<file path="config.mk">
export PLATFORM = sky130hd
export DESIGN_NAME = match_score_accum
export DESIGN_NICKNAME = d
export VERILOG_FILES = /design/src/rtl/match_score_accum.sv
export SDC_FILE = /design/constraint.sdc
export NUM_CORES = 1
export LEC_CHECK = 0
export CAP_MARGIN = 20
export CORE_UTILIZATION = 54
export DETAILED_ROUTE_END_ITERATION = 12
export PLACE_DENSITY = 0.82
export REMOVE_ABC_BUFFERS = 1
export SYNTH_ARGS = -nofsm -noshare
export SYNTH_HDL_FRONTEND = slang
export SYNTH_SLANG_ARGS = --single-unit
</file>
<file path="constraint.sdc">
create_clock -name clk -period 5.1 [get_ports clk]
set_input_delay 1.275 -clock clk [delete_from_list [all_inputs] [get_ports clk]]
set_output_delay 1.275 -clock clk [all_outputs]
set_load 0.03 [all_outputs]
</file>
<file path="src/rtl/match_score_accum.sv">
// Match score accumulator: aligns issue validity to the multiplier latency and sums LEN products per window.
// Optional: define MATCH_SCORE_SAT_EN to saturate the accumulator instead of wrapping.
module match_score_accum #(
    parameter int LEN    = 256,
    parameter int LAT    = 3,
    parameter int PROD_W = 32,
    parameter int ACC_W  = 40
) (
    input  logic              clk,
    input  logic              reset,
    input  logic              start,
    input  logic              in_valid,
    input  logic [PROD_W-1:0] product,
    input  logic [ACC_W-1:0]  threshold,
    output logic              issue_ok,
    output logic              busy,
    output logic [ACC_W-1:0]  score,
    output logic              match,
    output logic              score_valid,
    input  logic              score_ready
);

    localparam int CNT_W = $clog2(LEN + 1);
    localparam logic [CNT_W-1:0] LEN_C = CNT_W'(LEN);

    localparam logic [1:0] IDLE  = 2'd0;
    localparam logic [1:0] ACCUM = 2'd1;
    localparam logic [1:0] HOLD  = 2'd2;

    logic [1:0]       state;
    logic [CNT_W-1:0] issue_cnt;
    logic [CNT_W-1:0] prod_cnt;
    logic [LAT-1:0]   vld_p;
    logic [ACC_W-1:0] acc;
    logic [ACC_W-1:0] thr;
    logic             issue;

    function automatic logic [ACC_W-1:0] acc_add(input logic [ACC_W-1:0] a,
                                                 input logic [PROD_W-1:0] p);
`ifdef MATCH_SCORE_SAT_EN
        logic [ACC_W:0] sum;
        sum = {1'b0, a} + (ACC_W + 1)'(p);
        return sum[ACC_W] ? {ACC_W{1'b1}} : sum[ACC_W-1:0];
`else
        return a + ACC_W'(p);
`endif
    endfunction

    assign issue_ok    = (state == ACCUM) && (issue_cnt < LEN_C);
    assign issue       = in_valid && issue_ok;
    assign busy        = (state != IDLE);
    assign score_valid = (state == HOLD);
    assign score       = acc;
    // match is only meaningful once the window is complete; zero elsewhere keeps reset/idle quiet
    assign match       = (state == HOLD) && (acc >= thr);

    always_ff @(posedge clk or posedge reset) begin
        if (reset) begin
            state     <= IDLE;
            issue_cnt <= '0;
            prod_cnt  <= '0;
            vld_p     <= '0;
            acc       <= '0;
            thr       <= '0;
        end else begin
            // valid delay line: stage LAT-1 lines up with the product of that issue
            vld_p[0] <= issue;
            for (int i = 1; i < LAT; i++) begin
                vld_p[i] <= vld_p[i-1];
            end

            case (state)
                IDLE: begin
                    if (start) begin
                        state     <= ACCUM;
                        acc       <= '0;
                        issue_cnt <= '0;
                        prod_cnt  <= '0;
                        thr       <= threshold;
                    end
                end
                ACCUM: begin
                    if (issue) begin
                        issue_cnt <= issue_cnt + 1'b1;
                    end
                    if (vld_p[LAT-1]) begin
                        acc      <= acc_add(acc, product);
                        prod_cnt <= prod_cnt + 1'b1;
                        if (prod_cnt == LEN_C - 1'b1) begin
                            state <= HOLD;
                        end
                    end
                end
                HOLD: begin
                    if (score_ready) begin
                        state <= IDLE;
                    end
                end
                default: state <= IDLE;
            endcase
        end
    end

endmodule

</file>
==> metrics, run 1 <==
run status finished, final reports clean; #FFs+latches synth 103; Total Nets Final 1023; number of fill cells in the layout 949; cell type group with the largest total delay on the critical path simple AND/OR/NAND/NOR gates; Cell Area, Synth 6659 um2; total vias in the final route 5981; iteration-0 DRC count of the detailed router ~330; buffers added on ports between 100 and 150; CP max-delay cell clkdlybuf4s50_1; Hold Buf Count CTS 0; maximum frequency from static timing analysis about 220 MHz; wire length of the first global-routing pass ~28 mm; final global-route overflow total 0; chain of cells forming the critical path ha_1 -> nand2_1 -> or3_1 -> nor4_1 -> o41a_1 -> o31ai_1 -> a21oi_1 -> clkdlybuf4s50_1; final core utilization 69.17%; Cell variety after synth 54; worst clock skew 0.005945 ns; post-synthesis instance total approximately 760; CTS max path bufs 2; Min Clock Period, post-route approximately 4.6 ns; Tightest Hold Check Type register to register; Setup Total Neg Slack 0 ns; Clock Pin Slew Worst Setup and Hold Paths 0.07 ns; Max Slew Vio Count 0; Setup Viol. Count Final 0; total wirelength of the detailed-routed design 16.81 mm; async set or reset register ratio after synthesis 100.0%; routed wire length per instance 16.46 um; area growth from synthesis to final layout 24.77%; TritonCTS clock tree yes; Setup Buffers After CTS 0; Mapped Avg Cell Area 8.727 um2; Clock Root Buffer clkbuf_16; Global Route Usage Sum 27.38%; vias in the first global route roughly 6.0k; most frequent standard cell in the layout excluding fill and tap cells clkdlybuf4s50_1; P per Cell Area approximately 550 nW/um2; Cell Rows 40; count of H-tree levels built during CTS 3; unrepaired setup endpoints after global routing no; number of cells upsized or downsized after cts 0; crit path capture type output pin; largest net degree at the start of global routing 97; number of sinks on the clock net 103; normalized max-slew margin 43.97%; worst path buffer plus inverter count 1; worst slack at placement roughly 0.95 ns; initial antenna violation count 0; maximum VDD drop 0.2501 mV; Worst Setup Path Type register to output pin; data arrival time of the critical path 3.28 ns; top library cells by usage in the layout, fill and taps aside clkdlybuf4s50_1 (120), nand2_1 (117), dfrtp_1 (103); number of maximum-capacitance violations 0; fin crit share 89.26%; critical path required time 3.83 ns; Final Hold Slack between 0.3 and 0.4 ns; post-detailed-route via-to-cell ratio 5.858; critical-path maximum fanout 4; Core ar. 12010 um2; Critical Path Start Type register; I/O pins roughly 120; Final Hold Vio Count 0; die boundary width 113.0 um; Final ANT Viol Nets 0; weighted congestion reported at the end of routability-driven placement 0.9170; number of CTS-inserted buffers 9; Placed Instances between 1k and 1.5k; Post-DP HPWL 12.27 mm; sequential share of the synthesized area about two fifths; effective utilization at floorplan 55.44%; Skew-Pair Late Insertion Delay approximately 0.35 ns; antenna cell count 0; count of flip-flops with a built-in enable after synthesis 0; top flip-flop cell by instance count after synthesis dfrtp_1; final critical-path setup slack 0.5480 ns; count of synthesis-stage warnings from yosys 0; leakage power 3.735 nW; delay of the slowest cell on the worst path 0.69 ns; First-pass DRT Iterations 6; non-filler cells in the finished layout a little over 1k; layout cell share with drive strength beyond 1 3.890%; drt drc 0; Vert. Die Dim 113.0 um; Die Outline Area roughly 13000 um2; pin slew with the least headroom to its limit roughly 0.84 ns
power breakdown:
part / internal [W] / switching [W] / leakage (nW)
Sequential: 0.00106 / 0.000269 / 1.27
Clock: 0.000427 / 0.000310 / 0.151
Combinational: 0.00110 / 0.00144 / 2.32
logic make-up after synthesis:
family	after synthesis	share of synthesized area (%)
muxes	3	0.4510
DFF	103	38.71
adders and majority gates	76	14.39
buffers and inverters	79	4.528
and+or+nand+nor	237	16.22
xor gates and xnor gates	38	4.998
AOI/OAI and AO/OA	227	20.71
flip-flops by register name (all words and copies together) (netlist names):
| register | cells |
|---|---|
| issue_cnt | 9 |
| prod_cnt | 9 |
| score | 40 |
| state | 2 |
| thr | 40 |
| vld_p | 3 |
routing by layer:
layer,part of all wire (%),up-vias,track usage [%]
met5,0,-,0
met4,2.0,0,10.44
met3,4.7,26,3.910
met2,49,179,46.79
met1,44,2859,35.28
li1,-,2917,-
path summary, 6_finish.rpt:
kind / endpoint / from / cells after the start / slack, ns
worst max-delay path: match / score[23]$_DFFE_PP0P_ / 8 / 0.55
worst min-delay path: vld_p[1]$_DFF_PP0_ / vld_p[0]$_DFF_PP0_ / 0 / 0.36
worst max register to register: score[30]$_DFFE_PP0P_ / score[0]$_DFFE_PP0P_ / 10 / 2.15
worst min register to register: vld_p[1]$_DFF_PP0_ / vld_p[0]$_DFF_PP0_ / 0 / 0.36
max in group asynchronous: thr[25]$_DFFE_PP0P_ / reset / 4 / 2.89
min in group asynchronous: score[10]$_DFFE_PP0P_ / reset / 2 / 1.29
cell type report:
cell class	count	area [um2]	area share, %
multi-input combinational	581	3790	45.62
sequential	103	2577	31.02
timing repair buffer	124	1251	15.06
clock buffer	9	225.2	2.711
inverter	51	193.9	2.334
tap	147	183.9	2.214
clock inverter	6	86.33	1.039
cell usage after synthesis, types with 6 or more instances:
cell	instances	area [um2]
nand2b_1	9	56.30
clkbuf_1	22	82.58
ha_1	75	938.4
nor2_1	35	131.4
xnor2_1	15	131.4
o21ai_0	99	495.5
a21oi_1	52	260.3
dfrtp_1	103	2577
nand2_1	117	439.2
nor3_1	7	35.03
or3_1	8	50.05
nand3_1	14	70.07
o211ai_1	7	52.55
nand4_1	25	156.4
o21a_1	6	45.04
xor2_1	23	201.4
inv_1	51	191.4
and3_1	8	50.05
a21o_1	20	150.1
through the flow:
stage / power, W / area, um2
final: 0.004610 / 8308
after global routing: 0.004962 / 8308
after CTS: 0.004603 / 8280
after detailed placement: 0.003835 / 7969
after global placement: 0.003735 / 7969
after floorplan: 0.003036 / 6549
Note: power is estimated with default switching activity, not from simulation.
==> inputs of run 2 (changes only) <==
--- a/config.mk
+++ b/config.mk
@@ -9,7 +9,6 @@
 export CORE_UTILIZATION = 54
 export DETAILED_ROUTE_END_ITERATION = 12
 export PLACE_DENSITY = 0.82
-export REMOVE_ABC_BUFFERS = 1
 export SYNTH_ARGS = -nofsm -noshare
 export SYNTH_HDL_FRONTEND = slang
 export SYNTH_SLANG_ARGS = --single-unit
==> run 2 against run 1 <==
Effect of this change:
- sequential power hardly changed
- clock power is 3.5% lower
- critical endpoint unchanged
- power is 0.51% lower
- highest routed layer unchanged
- design area is 0.35% lower
- clock-buffer cell count stayed put
- die area stayed put
- global-route usage is 0.16 points higher
==> metrics, run 2 (synthesis results as in run 1) <==
Total Nets Final 1023 (unchanged); Core ar. 12010 um2 (unchanged); effective utilization at floorplan 55.44% (unchanged); number of fill cells in the layout 961 (+1.3%); worst min-delay path endpoint vld_p[1]$_DFF_PP0_; worst path buffer plus inverter count 1 (unchanged); Die Outline Area 12780 um2 (unchanged); Setup Total Neg Slack 0 ns (unchanged); pin slew with the least headroom to its limit 0.8490 ns (+0.008574 ns); First-pass DRT Iterations 5 (-1); initial antenna violation count 0 (unchanged); worst reg2reg path startpoint score[0]$_DFFE_PP0P_; weighted congestion reported at the end of routability-driven placement 0.8777 (-4.3%); worst-case register-to-register setup slack 2.18 ns (+0.03 ns); FF+latch area 2577 um2 (unchanged); endpoint of the worst-slack reg-to-reg timing path score[28]$_DFFE_PP0P_; synthesized netlist net count approximately 900; unrepaired setup endpoints after global routing no; fraction of met1 tracks used by global routing 37.01% (+1.7 points); vias in the first global route 5938 (-0.74%); cell type group with the largest total delay on the critical path simple AND/OR/NAND/NOR gates; buffers added on ports 120 (unchanged); crit path capture type output pin; die boundary width 113.0 um (unchanged); non-filler cells in the finished layout 1022 (+0.098%); logic depth of the worst register-to-register path 10 (unchanged); global routing's busiest layer met2; wire length of the first global-routing pass 28.26 mm (+0.94%); total wirelength of the detailed-routed design 16.90 mm (+0.54%); final critical-path setup slack 0.5364 ns (-0.01162 ns); Tightest Hold Check Type register to register; critical-path maximum fanout 4 (unchanged); chain of cells forming the critical path ha_1 -> nand2_1 -> or3_1 -> nor4_1 -> o41a_1 -> o31ai_1 -> a21oi_1 -> clkdlybuf4s50_1; footprint of the multi-input gates 3790 um2 (unchanged); TritonCTS clock tree yes; post-detailed-route via-to-cell ratio 5.903 (+0.77%); leakage power 3.722 nW (-0.33%); worst slack at placement 0.9222 ns (-0.02597 ns); Min Clock Period, post-route 4.564 ns (+0.01162 ns); maximum VDD drop 0.3141 mV (+26%); delay of the slowest cell on the worst path 0.70 ns (about the same); Final ANT Viol Nets 0 (unchanged); Final Hold Slack 0.3527 ns (-0.009399 ns); data arrival time of the critical path 3.29 ns (about the same); I/O pins 121 (unchanged); Final Hold Vio Count 0 (unchanged); final global-route overflow total 0 (unchanged); Setup Buffers After CTS 0 (unchanged); drt drc 0 (unchanged); startpoint of the worst hold path vld_p[0]$_DFF_PP0_; critical path required time 3.83 ns (about the same); iteration-0 DRC count of the detailed router 396 (+20%); Setup Viol. Count Final 0 (unchanged); normalized max-slew margin 43.40% (-0.57 points); number of maximum-capacitance violations 0 (unchanged); CP max-delay cell clkdlybuf4s50_1; Global Route Usage Sum 27.54% (+0.16 points); instance count along the most critical hold path 0 (unchanged); largest net degree at the start of global routing 97 (unchanged); met2 Use GR 45.64% (-1.1 points); top library cells by usage in the layout, fill and taps aside clkdlybuf4s50_1 (120), nand2_1 (117), dfrtp_1 (103); Placed Instances 1006 (+0.10%); area growth from synthesis to final layout 24.33%; final core utilization 68.93% (-0.24 points); maximum frequency from static timing analysis 219.1 MHz (-0.25%); run status finished, final reports clean; routed wire length per instance 16.53 um (+0.44%); met3 demand-to-capacity share in global routing 3.535% (-0.37 points); Post-DP HPWL 12.58 mm (+2.5%); Skew-Pair Late Insertion Delay 0.35 ns (about the same); Hold Buf Count CTS 0 (unchanged); Worst Setup Path Type register to output pin; layout cell share with drive strength beyond 1 4.000% (+0.11 points); P per Cell Area 554.0 nW/um2 (-0.17%); Clock Pin Slew Worst Setup and Hold Paths 0.07 ns (about the same); worst clock skew 0.005854 ns (-0.00009082 ns); total vias in the final route 6033 (+0.87%); Vert. Die Dim 113.0 um (unchanged); number of cells upsized or downsized after cts 0 (unchanged); antenna cell count 0 (unchanged); fin crit share 89.48% (+0.23 points); most frequent standard cell in the layout excluding fill and tap cells clkdlybuf4s50_1; Clock Root Buffer clkbuf_16; Critical Path Start Type register; Max Slew Vio Count 0 (unchanged); count of H-tree levels built during CTS 3 (unchanged); number of CTS-inserted buffers 9 (unchanged); number of sinks on the clock net 103 (unchanged); CTS max path bufs 2 (unchanged); Cell Rows 40 (unchanged)
-- run 2: changes by cell type in the layout (fill, tap and decap cells not counted) --
cell / delta
clkinv_2: -1
buf_16: -1
inv_6: +3
buf_4: +1
bufinv_16: -1
-- run 2: through the flow --
step                      total power, W  instance area, um2
after floorplan                 0.003044                6659
after global placement          0.003724                7976
after detailed placement        0.003836                7976
after CTS                       0.004571                8279
after global routing            0.004912                8279
final                           0.004587                8279
-- run 2: per-layer routing --
| metal | up-vias | share of wire (%) | wire length, um |
|---|---|---|---|
| met4 | 0 | 2.4 | 408 |
| met2 | 209 | 48 | 8116 |
| li1 | 2910 | - | - |
| met3 | 39 | 4.7 | 796 |
| met5 | - | 0 | 0 |
| met1 | 2875 | 45 | 7577 |
-- run 2: worst max-delay path by stage --
stage               depth (start not counted)                   from  slack [ns]                        to
finish                                      8  score[23]$_DFFE_PP0P_        0.54                     match
global route                                8  score[23]$_DFFE_PP0P_        0.50                     match
CTS                                         8  score[23]$_DFFE_PP0P_        0.55                     match
detailed placement                         11             product[0]        0.92     score[28]$_DFFE_PP0P_
global placement                            8  score[23]$_DFFE_PP0P_        0.92                     match
floorplan                                   1                  reset        1.12  issue_cnt[0]$_DFFE_PP0P_
-- run 2: area by class of cell --
| cell class | count | area share [%] |
|---|---|---|
| clock buffer | 9 | 2.720 |
| timing repair buffer | 124 | 14.87 |
| clock inverter | 7 | 0.9370 |
| sequential | 103 | 31.13 |
| tap | 147 | 2.222 |
| inverter | 51 | 2.342 |
| multi-input combinational | 581 | 45.78 |
-- run 2: report_power, final --
part	switching, W	leakage [nW]	total, W	internal [W]
Sequential	0.000273	1.27	0.00134	0.00106
Combinational	0.00145	2.31	0.00254	0.00109
Clock	0.000325	0.147	0.000711	0.000386
Total	0.00204	3.72	0.00459	0.00254
==> inputs of run 3 (changes only) <==
==> constraint.sdc (replaced) <==
create_clock -name clk -period 5.1 [get_ports clk]
set_input_delay 0.51 -clock clk [delete_from_list [all_inputs] [get_ports clk]]
set_output_delay 0.51 -clock clk [all_outputs]
set_load 0.03 [all_outputs]
==> run 3 against run 2 <==
Effect of this change:
- clock power decreased by 6.6%
- design area down 0.41%
- largest power group unchanged
- clock-buffer cell count did not move
- critical endpoint unchanged
- worst setup slack gained 0.58 ns
- critical path depth stayed put
- register-to-register slack lost 0.05 ns
- combinational power hardly changed
- clock skew up 0.0028 ns
- global-route usage about the same
- via count fell by 0.75%
- final cell count decreased by 0.20%
==> metrics, run 3 (synthesis results as in run 1) <==
run status finished, final reports clean; pin slew with the least headroom to its limit 0.9707 ns (+0.1217 ns); P per Cell Area 547.0 nW/um2 (-1.3%); buffers added on ports 120 (unchanged); wire length of the first global-routing pass 27.96 mm (-1.1%); Clock Pin Slew Worst Setup and Hold Paths 0.07 ns (about the same); initial antenna violation count 0 (unchanged); maximum frequency from static timing analysis 250.7 MHz (+14%); critical-path maximum fanout 4 (unchanged); sum of met3 wire segment lengths after detailed routing 818 um (+2.8%); final global-route overflow total 0 (unchanged); top sig layer met4; unrepaired setup endpoints after global routing no; delay of the slowest cell on the worst path 0.70 ns (about the same); top library cells by usage in the layout, fill and taps aside clkdlybuf4s50_1 (120), nand2_1 (117), dfrtp_1 (103); worst clock skew 0.008658 ns (+0.002805 ns); fin crit share 78.21% (-11 points); DRT met1 WL 7.302 mm (-3.6%); Min Clock Period, post-route 3.989 ns (-0.5751 ns); most frequent standard cell in the layout excluding fill and tap cells clkdlybuf4s50_1; Non-Filler Cell Area, Final 8245 um2 (-0.41%); Vert. Die Dim 113.0 um (unchanged); CTS max path bufs 2 (unchanged); worst path buffer plus inverter count 1 (unchanged); Placed Instances 1005 (-0.099%); number of sinks on the clock net 103 (unchanged); Max Slew Vio Count 0 (unchanged); total vias in the final route 5988 (-0.75%); First-pass DRT Iterations 5 (unchanged); CP max-delay cell clkdlybuf4s50_1; total wirelength of the detailed-routed design 16.72 mm (-1.1%); I/O pins 121 (unchanged); Die Outline Area 12780 um2 (unchanged); antenna cell count 0 (unchanged); Setup Total Neg Slack 0 ns (unchanged); critical path required time 4.59 ns (+0.76 ns); chain of cells forming the critical path ha_1 -> nand2_1 -> or3_1 -> nor4_1 -> o41a_1 -> o31ai_1 -> a21oi_1 -> clkdlybuf4s50_1; Final ANT Viol Nets 0 (unchanged); non-filler cells in the finished layout 1020 (-0.20%); Tightest Hold Check Type register to register; crit path capture type output pin; normalized max-slew margin 35.29% (-8.1 points); drt drc 0 (unchanged); Skew-Pair Late Insertion Delay 0.35 ns (about the same); Worst Setup Path Type register to output pin; routed wire length per instance 16.39 um (-0.87%); total placed instance area 7969 um2 (about the same); area growth from synthesis to final layout 23.83%; Global Route Usage Sum 27.50% (-0.035 points); Cell Rows 40 (unchanged); final core utilization 68.65% (-0.28 points); number of cells upsized or downsized after cts 0 (unchanged); cell type group with the largest total delay on the critical path simple AND/OR/NAND/NOR gates; Setup Viol. Count Final 0 (unchanged); largest net degree at the start of global routing 78 (-20%); data arrival time of the critical path 3.48 ns (+0.19 ns); Post-DP HPWL 12.43 mm (-1.2%); Clock Root Buffer clkbuf_16; weighted congestion reported at the end of routability-driven placement 0.8779 (about the same); count of H-tree levels built during CTS 3 (unchanged); iteration-0 DRC count of the detailed router 386 (-2.5%); maximum VDD drop 0.3536 mV (+13%); number of CTS-inserted buffers 9 (unchanged); layout cell share with drive strength beyond 1 3.780% (-0.22 points); synthesized netlist net count 916 (unchanged); post-detailed-route via-to-cell ratio 5.871 (-0.55%); met2 wirelength from detailed routing 8.200 mm (+1.0%); effective utilization at floorplan 55.44% (unchanged); vias in the first global route 5863 (-1.3%); Critical Path Start Type register; Total Nets Final 1022 (-0.098%); Core ar. 12010 um2 (unchanged); TritonCTS clock tree yes; Final Hold Vio Count 0 (unchanged); number of maximum-capacitance violations 0 (unchanged); Pwr Total 0.004510 W (-1.7%); Setup Buffers After CTS 0 (unchanged); leakage power 3.709 nW (-0.35%); die boundary width 113.0 um (unchanged); Hold Buf Count CTS 0 (unchanged)
[run 3: cell count changes in the layout (fill, tap and decap cells not counted), sizes merged]
cell and delta:
buf -1, clkinvlp -1, inv +1, bufinv -1
[run 3: layout make-up]
cell class	instances	area, um2
Clock buffer	9	225.2
Clock inverter	6	51.30
Fill cell	958	3766
Inverter	51	193.9
Multi-Input combinational cell	581	3790
Sequential cell	103	2577
Tap cell	147	183.9
Timing Repair Buffer	123	1224
[run 3: layer usage]
layer / track usage, % / vias to the layer above
li1: - / 2914
met2: 46.79 / 197
met3: 3.856 / 35
met1: 35.33 / 2842
met4: 11.40 / 0
met5: 0 / -
[run 3: per-stage QoR]
step	hold slack, ns	setup slack [ns]
final	0.3515	1.111
after global placement	0.3323	1.684
after global routing	0.3596	1.055
after CTS	0.3523	1.161
after detailed placement	0.3355	1.647
after floorplan	0.3312	1.886
[run 3: power breakdown]
group	total, W	internal (W)	switching, W
Combinational	0.00251	0.00109	0.00142
Clock	0.000664	0.000337	0.000327
Sequential	0.00133	0.00106	0.000271
[run 3: final timing paths]
| check | from | end | slack, ns | cells after the start |
|---|---|---|---|---|
| worst max-delay path | score[23]$_DFFE_PP0P_ | match | 1.11 | 8 |
| worst min-delay path | vld_p[0]$_DFF_PP0_ | vld_p[1]$_DFF_PP0_ | 0.35 | 0 |
| worst max register to register | score[0]$_DFFE_PP0P_ | score[28]$_DFFE_PP0P_ | 2.13 | 10 |
| worst min register to register | vld_p[0]$_DFF_PP0_ | vld_p[1]$_DFF_PP0_ | 0.35 | 0 |
| max in group asynchronous | reset | thr[6]$_DFFE_PP0P_ | 3.41 | 3 |
| min in group asynchronous | reset | issue_cnt[0]$_DFFE_PP0P_ | 0.73 | 2 |
